### src/rtl/rhombus_phase_gen.sv
// Programmable phase counter feeding the rhomboid shaper: prescaled phase ramp with
// valid/ready reloadable rate and graceful stop. Optional build macro: RHOMBUS_PG_SNAP_EN.
module rhombus_phase_gen #(
  parameter int DIV_W = 16,
  parameter int PH_W  = 8
) (
  input  logic             clk,
  input  logic             rst,
  input  logic             start,
  input  logic             stop,
  input  logic             cfg_valid,
  output logic             cfg_ready,
  input  logic [DIV_W-1:0] cfg_div,
  input  logic [PH_W-1:0]  cfg_step,
  output logic [PH_W-1:0]  cout,
  output logic             res,
  output logic             wrap,
  output logic             running
);

  typedef enum logic [1:0] {IDLE, RUN, DRAIN} state_t;

  state_t           state, state_nx;
  logic [DIV_W-1:0] div_a, div_s, pcnt;
  logic [PH_W-1:0]  step_a, step_s, step_eff, phase_nx;
  logic [PH_W:0]    sum;
  logic             pend, tick, carry, wrap_now, hs, to_idle, idle_load;

  always_comb begin
    step_eff = (step_a == '0) ? PH_W'(1) : step_a;
    sum      = {1'b0, cout} + {1'b0, step_eff};
    carry    = sum[PH_W];
    tick     = (state != IDLE) && (pcnt == div_a);
    wrap_now = tick & carry;
    hs       = cfg_valid & ~pend;
`ifdef RHOMBUS_PG_SNAP_EN
    phase_nx = carry ? '0 : sum[PH_W-1:0];
`else
    phase_nx = sum[PH_W-1:0];
`endif
  end

  always_ff @(posedge clk) begin
    if (rst) state <= IDLE;
    else     state <= state_nx;
  end

  always_comb begin
    state_nx = state;
    unique case (state)
      IDLE:    if (start && !stop) state_nx = RUN;
      RUN:     if (stop) state_nx = DRAIN;
      DRAIN: begin
        if (start && !stop) state_nx = RUN;
        else if (wrap_now)  state_nx = IDLE;
      end
      default: state_nx = IDLE;
    endcase
  end

  always_comb begin
    running   = (state != IDLE);
    cfg_ready = ~pend;
  end

  // Final wrap of a drain behaves like IDLE for both the phase and a coincident config load.
  assign to_idle   = (state == DRAIN) && (state_nx == IDLE);
  assign idle_load = (state == IDLE) || to_idle;

  always_ff @(posedge clk) begin
    if (rst) begin
      cout   <= '0;
      res    <= 1'b0;
      wrap   <= 1'b0;
      pcnt   <= '0;
      div_a  <= '0;
      step_a <= PH_W'(1);
      div_s  <= '0;
      step_s <= '0;
      pend   <= 1'b0;
    end else begin
      wrap <= wrap_now;

      if (idle_load) begin
        pcnt <= '0;
        cout <= '0;
        res  <= 1'b0;
      end else if (tick) begin
        pcnt <= '0;
        cout <= phase_nx;
        res  <= res ^ carry;
      end else begin
        pcnt <= pcnt + DIV_W'(1);
      end

      // hs requires ~pend, so a commit and a new handshake never coincide.
      if (wrap_now && pend) begin
        div_a  <= div_s;
        step_a <= step_s;
        pend   <= 1'b0;
      end else if (hs) begin
        if (idle_load) begin
          div_a  <= cfg_div;
          step_a <= cfg_step;
        end else begin
          div_s  <= cfg_div;
          step_s <= cfg_step;
          pend   <= 1'b1;
        end
      end
    end
  end

endmodule

### config.mk
export PLATFORM = sky130hd
export DESIGN_NAME = rhombus_phase_gen
export DESIGN_NICKNAME = d
export VERILOG_FILES = /design/src/rtl/rhombus_phase_gen.sv
export SDC_FILE = /design/constraint.sdc
export NUM_CORES = 1
export LEC_CHECK = 0
export ABC_AREA = 1
export CORE_MARGIN = 5
export CORE_UTILIZATION = 57
export DETAILED_ROUTE_END_ITERATION = 12
export PLACE_DENSITY = 0.79
export SLEW_MARGIN = 40
export SYNTH_ARGS = -nofsm -noshare
export SYNTH_HDL_FRONTEND = slang
export SYNTH_SLANG_ARGS = --single-unit
### constraint.sdc
create_clock -name clk -period 2.9 [get_ports clk]
set_input_delay 0.58 -clock clk [delete_from_list [all_inputs] [get_ports clk]]
set_output_delay 0.58 -clock clk [all_outputs]
set_load 0.05 [all_outputs]
==> results.json <==
{
  "syn_area_um2": 4240,
  "post-dp-hpwl_um": 6230,
  "layout-drive-gt1-share": 0.178,
  "power_switching_share": 0.280,
  "diodes": 0,
  "finClkSkew_ns": 0.00995,
  "placementRows": 31,
  "stdcell_count": 813,
  "dr.pass1.iters": 5,
  "cp-startpoint": "step_a[6]",
  "p_int_mw": 1.64,
  "cp_slowest_cell": "dfxtp_4",
  "required_ns": 3.20,
  "timing.rr.end": "div_a[14]",
  "ys_warn_count": 0,
  "endpoint": "div_a[14]",
  "layout_setup_ws_ns": -0.0581,
  "drt_iter0_markers": 201,
  "ys_top_cells_by_area": "dfxtp_1 (36%), nand2_1 (19%), nor2_1 (8.9%), inv_1 (7.5%), a21oi_1 (5.2%)",
  "power.density_nw_per_um2": 421,
  "die_y_um": 96.3,
  "initial_utilization": 0.585,
  "grt_pass1_vias": 3627,
  "final_cell_mix": "nand2_1 (178), nor2_1 (100), inv_1 (76), dfxtp_1 (76), a21oi_1 (44)",
  "synth_nets": 704,
  "path_common_cell": "nand2_1",
  "finalCritPeriodShare": 1.02,
  "gr-total-overflow": 0,
  "layout_commonest_cell": "nand2_1",
  "wirelength_um": 11100,
  "seqPwrFrac": 0.497,
  "arrival_ns": 3.25,
  "combPwrFrac": 0.149,
  "port_buffers": 40,
  "yosys.area.top_type": "dfxtp_1",
  "crit_buf_inv": 4,
  "clock-root-buffer": "clkbuf_8",
  "rsz0062_at_grt": "true",
  "status": "finished with violations",
  "area_growth_pct": 27.8,
  "syn_inst": 665,
  "dp.cells": 784,
  "drv_cap": 0,
  "hold_class": "reg2reg",
  "crit_path_cell_trace": "nor4_4 -> a31o_2 -> ha_4 -> inv_2 -> fa_2 -> inv_2 -> nand3_2 -> nand2_2 -> nand3_2 -> nand2_4 -> nand4_4 -> nor2_4 -> clkbuf_16 -> nand2_1 -> nand2_1 -> inv_1 -> nand3_1 -> nand2_1 -> nor2_1",
  "grt_util_all_layers": 0.220,
  "dp_slack_ns": -0.0399,
  "h-tree-depth": 3,
  "reg2reg_depth": 19,
  "core_area_um2": 7250,
  "cp_slowest_stage_delay_ns": 0.37,
  "setup_viol_count_final": 2,
  "slew_headroom": 0.660,
  "die_w_um": 96.3,
  "cts_buffer_depth": 2,
  "p_clk_frac": 0.354,
  "p_switching_mw": 0.640,
  "synth_cell_types": 35,
  "top_level_ports": 41,
  "synth_edf_count": 0,
  "async_flop_share": 0,
  "clk_latency_ns": 0.36,
  "worstMarginPinSlew_ns": 0.508,
  "wire_per_inst_um": 13.6,
  "cts_buffers": 9,
  "cts_tree": "done",
  "antenna_found_initial": 0,
  "num_vias": 4139,
  "fin_crit_ns": 2.96,
  "final_area_um2": 5420,
  "fin_nets": 748,
  "grt_max_degree": 49,
  "slew_viol_final": 0,
  "r2r_start": "step_a[6]",
  "path_clk_slew_ns": 0.09,
  "gp_congestion": 0.907,
  "finalHoldViolations": 0,
  "violations": "negative setup slack",
  "r2r_slack_ns": -0.06,
  "placedInstanceArea_um2": 4710,
  "max-vdd-ir-drop_mv": 0.405,
  "crit_type": "reg2reg",
  "critPathLaunchType": "flip-flop",
  "crit_cells": 19,
  "ys_seq_area_frac": 0.363,
  "vias_per_cell": 5.09,
  "grt_pass1_wl_um": 16200,
  "syn_avg_cell_area_um2": 6.38,
  "p_leak_nw": 2.65,
  "clock_sinks": 77,
  "crit_family": "simple AND/OR/NAND/NOR gates",
  "yosys_most_used_dff": "dfxtp_1",
  "die_area_um2": 9270,
  "max_freq_mhz": 338,
  "ant_nets": 0,
  "synth_top_area_frac": 0.363,
  "ys_ff_latch": 77,
  "drc": 0,
  "crit_path_max_fanout": 11,
  "end_kind": "flip-flop"
}
## metrics by stage
step | util | hold WS [ns] | power, mW | TNS (ns)
6_report | 0.748 | 0.467 | 2.28 | -0.0602
5_1_grt | 0.748 | 0.512 | 2.39 | -5.26
4_1_cts | 0.690 | 0.473 | 2.25 | 0
3_5_place_dp | 0.649 | 0.453 | 1.43 | -0.529
3_3_place_gp | 0.649 | 0.449 | 1.42 | 0
2_1_floorplan | - | 0.430 | 1.34 | 0
## power by group through the flow
stage / Combinational (mW) / Sequential (mW) / Clock [mW]
after floorplan: 0.201 / 1.14 / 0
after CTS: 0.294 / 1.13 / 0.820
after detailed placement: 0.278 / 1.16 / 0
final: 0.340 / 1.14 / 0.809
after global placement: 0.271 / 1.15 / 0
after global routing: 0.377 / 1.14 / 0.869
## cell families after synthesis
group           synth area share
fa+ha+maj                 0.0313
compound gates            0.0616
flops                      0.363
xor+xnor                  0.0392
simple gates               0.380
buf+inv                    0.125
## area by class of cell
type                       count  area, um^2
tap                           99         124
fill                         540        1830
timing repair buffer          61         778
inverter                      96         360
clock buffer                  10         128
clock inverter                 6        63.8
multi-input combinational    464        2420
sequential                    77        1550
## sequential cells by signal, indices dropped and copies added (netlist names)
name,cells
step_s,8
div_s,16
pend,1
wrap,1
res,1
step_a,8
cout,8
div_a,16
state,2
pcnt,16
## repair_timing
action	in CTS	in global routing
resized for setup	8	73
gates cloned	2	9
hold buffers	0	0
setup endpoints to repair	56	74
pin swaps	1	31
setup buffers	0	2
## how the worst min path moves through the flow
| stage | from | end | slack [ns] | cells after the start |
|---|---|---|---|---|
| after floorplan | step_a[0] | step_a[0] | 0.43 | 2 |
| after global placement | pcnt[0] | pcnt[0] | 0.45 | 1 |
| after detailed placement | pcnt[0] | pcnt[0] | 0.45 | 1 |
| after CTS | pcnt[0] | pcnt[0] | 0.47 | 1 |
| after global routing | pcnt[0] | pcnt[0] | 0.51 | 1 |
| final | pcnt[0] | pcnt[0] | 0.47 | 1 |
## Yosys cell counts (2+ instances only)
library cell / count
buf_6: 5
nand3_1: 37
o21ai_0: 2
nor3_1: 4
clkbuf_1: 7
buf_2: 12
a21oi_1: 44
inv_1: 85
nand2_2: 2
xor2_1: 18
nor2_2: 3
inv_2: 10
nand4_1: 2
nand3_2: 3
or2_2: 6
buf_4: 3
nand2_1: 220
ha_1: 9
dfxtp_1: 77
nor2_1: 101
## per-layer routing
layer | share of wire | vias up | global-route usage
met1 | 0.42 | 1868 | 0.295
li1 | - | 2108 | -
met4 | 0.038 | 0 | 0.0675
met3 | 0.056 | 33 | 0.0469
met2 | 0.48 | 130 | 0.351
met5 | 0 | - | 0
No activity file was read; power rests on OpenSTA's default activity.
